File: config.mk
export PLATFORM = sky130hd
export DESIGN_NAME = uart_rx_ctrl
export DESIGN_NICKNAME = d
export VERILOG_FILES = /design/src/rtl/uart_pkg.sv /design/src/rtl/bit_sync.sv /design/src/rtl/uart_rx_ctrl.sv
export SDC_FILE = /design/constraint.sdc
export NUM_CORES = 1
export LEC_CHECK = 0
export ABC_AREA = 1
export BUFFER_PORTS_ARGS = -buffer_cell sky130_fd_sc_hd__buf_2
export CAP_MARGIN = 0
export CORE_UTILIZATION = 55
export CTS_CLUSTER_DIAMETER = 40
export DETAILED_ROUTE_END_ITERATION = 7
export GPL_TIMING_DRIVEN = 1
export PLACE_DENSITY_LB_ADDON = 0.2
export SETUP_SLACK_MARGIN = 0.4
export SLEW_MARGIN = 5
export SYNTH_ARGS = -nofsm -noshare
export SYNTH_HDL_FRONTEND = slang
export SYNTH_SLANG_ARGS = --single-unit
File: constraint.sdc
create_clock -name clk -period 1.7 [get_ports clk]
set_input_delay 0.17 -clock clk [delete_from_list [all_inputs] [get_ports clk]]
set_output_delay 0.17 -clock clk [all_outputs]
set_load 0.02 [all_outputs]
File: src/rtl/uart_pkg.sv
// uart_pkg: constants and types shared by the UART receive and transmit paths.
//   UART_DATA_BITS    : payload bits per frame (8N1)
//   UART_CLKS_PER_BIT : default clk cycles per bit (100 MHz / 9600 baud)
//   uart_rx_state_t   : receiver FSM state encoding
package uart_pkg;
  localparam int UART_DATA_BITS    = 8;
  localparam int UART_CLKS_PER_BIT = 10416;

  typedef enum logic [2:0] {IDLE, START, DATA, STOP, BREAK} uart_rx_state_t;
endpackage

File: src/rtl/bit_sync.sv
// bit_sync: 2-flop synchronizer for an asynchronous single-bit input.
//   clk : destination clock
//   rst : asynchronous active-high reset, flops load RST_VAL
//   d   : asynchronous input
//   q   : synchronized output, 2 cycles of latency
module bit_sync #(
  parameter logic RST_VAL = 1'b1
) (
  input  logic clk,
  input  logic rst,
  input  logic d,
  output logic q
);

  logic [1:0] sync_pipe;

  always_ff @(posedge clk or posedge rst) begin
    if (rst) sync_pipe <= {2{RST_VAL}};
    else     sync_pipe <= {sync_pipe[0], d};
  end

  assign q = sync_pipe[1];

endmodule

File: src/rtl/uart_rx_ctrl.sv
// uart_rx_ctrl: 8N1 UART receiver, LSB first, with a one-entry valid/ready
// holding register.
//   clk       : system clock
//   rst       : asynchronous active-high reset
//   rx        : raw RX pin, asynchronous, idle high
//   data      : received byte, valid when valid=1
//   valid     : holding register full
//   ready     : consumer takes the byte when valid && ready
//   frame_err : one-cycle pulse, stop bit sampled low
//   overrun   : one-cycle pulse, byte completed while register full and not drained
//   busy      : receiver is inside a frame (state != IDLE)
module uart_rx_ctrl
  import uart_pkg::*;
#(
  parameter int CLKS_PER_BIT = UART_CLKS_PER_BIT
) (
  input  logic                      clk,
  input  logic                      rst,
  input  logic                      rx,
  output logic [UART_DATA_BITS-1:0] data,
  output logic                      valid,
  input  logic                      ready,
  output logic                      frame_err,
  output logic                      overrun,
  output logic                      busy
);

  localparam int HALF_BIT = CLKS_PER_BIT / 2;
  localparam int CW       = $clog2(CLKS_PER_BIT);
  localparam logic [CW-1:0] HALF_LAST = CW'(HALF_BIT - 1);
  localparam logic [CW-1:0] BIT_LAST  = CW'(CLKS_PER_BIT - 1);

  uart_rx_state_t            state, state_n;
  logic [CW-1:0]             cnt, cnt_n;
  logic [2:0]                bit_idx, bit_idx_n;
  logic [UART_DATA_BITS-1:0] shift, shift_n;
  logic [UART_DATA_BITS-1:0] data_n;
  logic                      valid_n, fe_n, ov_n;
  logic                      deliver;
  logic                      rx_s;

  bit_sync #(.RST_VAL(1'b1)) u_rx_sync (
    .clk (clk),
    .rst (rst),
    .d   (rx),
    .q   (rx_s)
  );

  always_ff @(posedge clk or posedge rst) begin
    if (rst) begin
      state     <= IDLE;
      cnt       <= '0;
      bit_idx   <= '0;
      shift     <= '0;
      data      <= '0;
      valid     <= 1'b0;
      frame_err <= 1'b0;
      overrun   <= 1'b0;
    end else begin
      state     <= state_n;
      cnt       <= cnt_n;
      bit_idx   <= bit_idx_n;
      shift     <= shift_n;
      data      <= data_n;
      valid     <= valid_n;
      frame_err <= fe_n;
      overrun   <= ov_n;
    end
  end

  always_comb begin
    state_n   = state;
    cnt_n     = cnt;
    bit_idx_n = bit_idx;
    shift_n   = shift;
    deliver   = 1'b0;
    fe_n      = 1'b0;

    unique case (state)
      IDLE: begin
        if (!rx_s) begin
          state_n = START;
          cnt_n   = '0;
        end
      end
      START: begin
        // Re-check the line half a bit in; a high line means a glitch.
        if (cnt == HALF_LAST) begin
          cnt_n     = '0;
          bit_idx_n = '0;
          state_n   = rx_s ? IDLE : DATA;
        end else begin
          cnt_n = cnt + CW'(1);
        end
      end
      DATA: begin
        if (cnt == BIT_LAST) begin
          cnt_n   = '0;
          shift_n = {rx_s, shift[UART_DATA_BITS-1:1]};
          if (bit_idx == 3'd7) state_n   = STOP;
          else                 bit_idx_n = bit_idx + 3'd1;
        end else begin
          cnt_n = cnt + CW'(1);
        end
      end
      STOP: begin
        // Leaving at mid-stop-bit lets IDLE catch a back-to-back start edge.
        if (cnt == BIT_LAST) begin
          cnt_n = '0;
          if (rx_s) begin
            deliver = 1'b1;
            state_n = IDLE;
          end else begin
            fe_n    = 1'b1;
            state_n = BREAK;
          end
        end else begin
          cnt_n = cnt + CW'(1);
        end
      end
      BREAK: begin
        // Wait out a held-low line so it reports only one frame error.
        if (rx_s) state_n = IDLE;
      end
      default: state_n = IDLE;
    endcase

    // Holding register: a drain in the same cycle frees the slot for a new byte.
    data_n  = data;
    valid_n = valid;
    ov_n    = 1'b0;
    if (deliver) begin
      if (!valid || ready) begin
        data_n  = shift;
        valid_n = 1'b1;
      end else begin
        ov_n = 1'b1;
      end
    end else if (valid && ready) begin
      valid_n = 1'b0;
    end
  end

  assign busy = (state != IDLE);

endmodule
==> impl_metrics.tcl, run 1 <==
set metrics [dict create \
    fin_skew_ps 6.01 \
    status "finished with violations" \
    ys_seq_area_share_pct 44.8 \
    dp_slack_ps 139 \
    setup_ws_ps 243 \
    design_area_sq_um 2970 \
    cts_sinks 41 \
    drv_slew 0 \
    fin_nets 340 \
    grt_first_pass_wirelength_um 8090 \
    cts_made_buffers 5 \
    r2r_start "state[2]" \
    clock_latency_ps 300 \
    fp-row-count 23 \
    endpoint_kind "flip-flop" \
    path_class "flip-flop to flip-flop" \
    vias 2061 \
    layout-drive-gt1-share_pct 44.3 \
    die_w_um 66.6 \
    globalplace.congestion 0.874 \
    drt-vias-per-instance 5.37 \
    final_common_cell "nand2_1" \
    finalCritPeriodShare_pct 85.7 \
    io_buffers 15 \
    root_buffer "clkbuf_8" \
    dieArea_sq_um 4440 \
    finish.utilization_pct 74.1 \
    power_leakage_nw 1.37 \
    power.density_nw_per_um2 553 \
    drt-initial-drc-count 120 \
    arrival_ps 1650 \
    power_mw 1.64 \
    core_area_sq_um 4000 \
    grtUsageTotal_pct 25.0 \
    antennaDiodeCount 0 \
    syn_area_per_cell_sq_um 8.09 \
    drt_first_pass_iters 4 \
    cts_tree "done" \
    ys_warn_count 0 \
    synth_cell_types 25 \
    post_drt_wl_per_cell_um 14.2 \
    grt_max_degree 42 \
    drc 0 \
    synth_area_sq_um 2300 \
    startpoint "state[2]" \
    ir_worst_vdd_v 0.000332 \
    cp-start-kind "flip-flop" \
    min_path_type "input pin to asynchronous set/reset pin" \
    finalSetupTns_ps 0 \
    final_cell_mix "nand2_1 (62), nor2_1 (29), dfrtp_1 (27)" \
    nFillCells 278 \
    htreeDepth 2 \
    syn_nets 291 \
    postRouteAntennaNets 0 \
    slew_headroom_pct 65.8 \
    tightest_slew_ps 513 \
    cts_buffer_depth 2 \
    antenna_found_initial 0 \
    hpwl_um 3300 \
    hold_viol_final 18 \
    grt_pass1_vias 1759 \
    dpl_cell_area_sq_um 2440 \
    rsz0062_at_grt "yes" \
    synth_seq_cells 41 \
    netlist_instances 284 \
    clk_pin_slew_ps 80 \
    start_util_pct 57.4 \
    drt-total-wl_um 5470 \
    setup_viol 0 \
    holdWs_ps -15.1 \
    min_period_ps 1460 \
    maxCapViolCount 0 \
    required_ps 1890 \
    violations "negative hold slack" \
    io_pins 16 \
    worstPathMaxFanout 6 \
    clock.fmax_ghz 0.686 \
    area_growth_pct 29.1 \
    grt_remaining_overflow 0 \
    die_h_um 66.6 \
]
[where the power goes]
| part | switching (mW) | total (mW) | internal [mW] | leakage [nW] |
|---|---|---|---|---|
| Combinational | 0.0220 | 0.0284 | 0.00640 | 0.792 |
| Sequential | 0.00224 | 0.981 | 0.979 | 0.535 |
| Clock | 0.348 | 0.631 | 0.283 | 0.0439 |
[through the flow]
step	instances	hold slack (ps)
floorplan	284	174
global placement	349	276
detailed placement	349	277
CTS	374	11.4
global route	384	30.4
finish	384	-15.1
[worst paths after layout]
kind                                          end  slack (ps)  depth (start not counted)
max reg2reg                                cnt[2]         240                          5
max in group asynchronous                 cnt[10]        1320                          3
min in group clk                            valid         310                          4
max                                        cnt[2]         240                          5
min                                        cnt[4]         -20                          3
min reg2reg                u_rx_sync.sync_pipe[1]         360                          0
[sequential cells by signal, summed over array words and instances, names as in the netlist]
| register | count |
|---|---|
| data | 8 |
| shift | 8 |
| frame_err | 1 |
| cnt | 14 |
| valid | 1 |
| state | 3 |
| bit_idx | 3 |
| overrun | 1 |
| u_rx_sync.sync_pipe | 2 |
[cell type report]
cell class	count	area, sq um	area share, %
Clock inverter	3	17.5	0.591
Timing Repair Buffer	45	340	11.5
Sequential cell	41	1040	35.2
Clock buffer	5	68.8	2.32
Tap cell	50	62.6	2.11
Inverter	31	121	4.09
Multi-Input combinational cell	209	1310	44.2
[routing by layer]
layer  routed length (um)  share of wire [%]  track usage, %
met5                    0                  0               0
met4                  106                1.9            8.78
met2                 2750                 50            41.0
met1                 2350                 43            31.8
met3                  265                4.8            5.82
[cells in the mapped netlist (all sizes together)]
| master | number | share of area (%) |
|---|---|---|
| nand2 | 87 | 16 |
| nor2 | 50 | 9.5 |
| dfrtp | 39 | 42 |
| inv | 30 | 4.9 |
| nand3 | 24 | 6.3 |
| o21ai | 20 | 7.0 |
| nand4 | 13 | 3.5 |
| xor2 | 5 | 1.9 |
| buf | 4 | 2.0 |
| ha | 3 | 1.6 |
| nor3 | 3 | 0.87 |
| dfstp | 2 | 2.3 |
| a21oi | 1 | 0.38 |
| clkinv | 1 | 0.38 |
| o211ai | 1 | 0.33 |
| xnor2 | 1 | 0.38 |
[logic make-up (layout without fill, tap and decap cells)]
| kind of cell | count (synthesis) | after routing | share of synthesized area, % |
|---|---|---|---|
| and+or+nand+nor | 177 | 178 | 36.4 |
| adders and majority gates | 3 | 3 | 1.63 |
| AOI/OAI and AO/OA | 22 | 22 | 7.68 |
| buffers and inverters | 35 | 84 | 7.24 |
| xor gates and xnor gates | 6 | 6 | 2.29 |
| DFF | 41 | 41 | 44.8 |
[worst max-delay path: stages, from the launching register on]
cell and delay [ps]:
dfrtp_1 400, buf_4 160, a21oi_2 350, nand2_1 160, xor2_1 190, nor2_1 70
[timing repair]
action | CTS | global route
pin swaps | 12 | 20
setup endpoints to repair | 34 | 39
endpoints found under the hold margin | 1 | 0
gates resized for setup | 19 | 49
cloned | 1 | 0
buffers inserted | 15 | 10
hold buffers | 1 | 0
(Power assumes the default switching activity.)
==> inputs of run 2 (changes only) <==
--- a/config.mk
+++ b/config.mk
@@ -12,6 +12,7 @@
 export CTS_CLUSTER_DIAMETER = 40
 export DETAILED_ROUTE_END_ITERATION = 7
 export GPL_TIMING_DRIVEN = 1
+export MAX_ROUTING_LAYER = met4
 export PLACE_DENSITY_LB_ADDON = 0.2
 export SETUP_SLACK_MARGIN = 0.4
 export SLEW_MARGIN = 5
==> constraint.sdc (replaced) <==
create_clock -name clk -period 1.9 [get_ports clk]
set_input_delay 0.19 -clock clk [delete_from_list [all_inputs] [get_ports clk]]
set_output_delay 0.19 -clock clk [all_outputs]
set_load 0.02 [all_outputs]
==> run 2 against run 1 <==
Against the previous run: combinational power is 9.2% lower; sequential power shrank 11%; flip-flop and latch count is the same; die area unchanged; critical path type unchanged; count of clock-buffer cells in the layout stayed put; core utilization is 6.9 points lower; global-route usage shrank 0.94 points; the run now ends clean; highest routed layer unchanged; routed wire length decreased by 8.5%; clock power decreased by 9.4%; sequential share of layout area grew 3.5 points.
==> impl_metrics.tcl, run 2 (synthesis gave the netlist of run 1 again) <==
set metrics [dict create \
    root_buffer "clkbuf_8" \
    holdWs_ps 6.77 \
    setup_viol 0 \
    required_ps 2090 \
    final_cell_mix "nand2_1 (73), nor2_1 (38), dfrtp_1 (30)" \
    core_area_sq_um 4000 \
    drt-vias-per-instance 5.34 \
    grt_pass1_vias 1716 \
    globalplace.congestion 0.893 \
    fin_skew_ps 3.32 \
    crit_cells 8 \
    top_register "cnt" \
    maxCapViolCount 0 \
    antenna_found_initial 0 \
    status "finished clean" \
    largest_reg_flops 14 \
    reg2regPathDepth 8 \
    power_leakage_nw 1.25 \
    die_w_um 66.6 \
    grt_remaining_overflow 0 \
    io_pins 16 \
    layout-drive-gt1-share_pct 32.4 \
    final_common_cell "nand2_1" \
    drt-total-wl_um 5000 \
    cts_tree "done" \
    ir_worst_vdd_v 0.000335 \
    path_class "flip-flop to flip-flop" \
    rsz0062_at_grt "yes" \
    drc 0 \
    die_h_um 66.6 \
    cp_num_buf_inv 0 \
    tightest_slew_ps 524 \
    slew_headroom_pct 65.0 \
    crit_chain "nor2_1, nand2_1, nor2_1, nand2_2, nand2_4, nand2_4, nor2_4, nor2_1" \
    cp-start-kind "flip-flop" \
    hpwl_um 3190 \
    antennaDiodeCount 0 \
    start_util_pct 57.4 \
    htreeDepth 2 \
    worstPathMaxFanout 8 \
    cts_sinks 41 \
    cts_made_buffers 5 \
    critPathSlowestCell "dfrtp_1" \
    postRouteAntennaNets 0 \
    grt_max_degree 42 \
    finalCritPeriodShare_pct 80.6 \
    placedCellCount 347 \
    arrival_ps 1720 \
    grtUsageTotal_pct 24.0 \
    finish.utilization_pct 67.2 \
    vias 1966 \
    post_drt_wl_per_cell_um 13.6 \
    drt-initial-drc-count 96 \
    area_growth_pct 17.0 \
    fp-row-count 23 \
    min_period_ps 1530 \
    clock.fmax_ghz 0.653 \
    cpMostUsedCell "nor2_1" \
    hold_viol_final 0 \
    min_path_type "input pin to asynchronous set/reset pin" \
    nFillCells 340 \
    clk_pin_slew_ps 80 \
    drv_slew 0 \
    power.density_nw_per_um2 548 \
    cpPeakStageDelay_ps 480 \
    multi_input_area_sq_um 1200 \
    finalSetupTns_ps 0 \
    cts_buffer_depth 2 \
    ff_latch_area_sq_um 1040 \
    instances_no_fill 368 \
    fin_nets 324 \
    clock_latency_ps 300 \
    io_buffers 15 \
    reg_top3 "cnt (14), data (8), shift (8)" \
    dieArea_sq_um 4440 \
    r2r_setup_slack_ps 370 \
    drt_first_pass_iters 4 \
    grt_first_pass_wirelength_um 7690 \
    power_mw 1.47 \
    endpoint_kind "flip-flop" \
    cp_top_family "simple AND/OR/NAND/NOR gates" \
]
-- run 2: changes by cell type in the layout (fill, tap and decap cells not counted), moves of 6 or more --
cell     previous run  this run
nand2_2            17         8
nand2_1            62        73
nor2_1             29        38
nor2_2             12         6
buf_4              23        13
buf_6               6         0
-- run 2: cell type report --
type / instances / share of cell area [%]
inverters: 31 / 4.51
multi-input cells: 209 / 44.5
clock inverters: 3 / 0.651
flip-flops and latches: 41 / 38.7
repair buffers: 29 / 6.79
well taps: 50 / 2.33
clock buffers: 5 / 2.56
-- run 2: path summary, 6_finish.rpt --
check                                             from                endpoint
worst max-delay path                            cnt[7]                  cnt[3]
worst min-delay path                               rst                   valid
worst max register to register                  cnt[7]                  cnt[3]
worst min register to register  u_rx_sync.sync_pipe[0]  u_rx_sync.sync_pipe[1]
max in group asynchronous                          rst                 cnt[10]
min in group clk                                 ready                 overrun
-- run 2: where the power goes --
group          switching (mW)  total [mW]  internal, mW  leakage [nW]
sequential            0.00169       0.877         0.875         0.539
combinational          0.0201      0.0258       0.00565         0.671
clock                   0.318       0.572         0.254        0.0439
total                   0.340        1.47          1.13          1.25
-- run 2: tightest hold or removal path, stage by stage --
cell,delay [ps]
buf_2,90
inv_1,40
buf_4,440
-- run 2: metal layers --
layer,vias to the layer above,wire [um],GRT usage (%)
met2,53,2450,39.3
li1,982,-,-
met5,-,0,-
met4,0,55,5.59
met1,925,2280,30.4
met3,6,220,5.14
-- run 2: timing repair --
item,4_1_cts,5_1_grt
hold endpoints to repair,1,0
gates cloned,1,0
hold buffers,1,0
gates resized for setup,4,24
pin swaps,0,11
setup buffers,1,10
setup endpoints to repair,25,29
-- run 2: stage by stage --
stage | setup WS, ps | area, sq um
CTS | 400 | 2540
global placement | 306 | 2410
floorplan | 428 | 2300
detailed placement | 251 | 2410
global route | 295 | 2690
finish | 368 | 2690
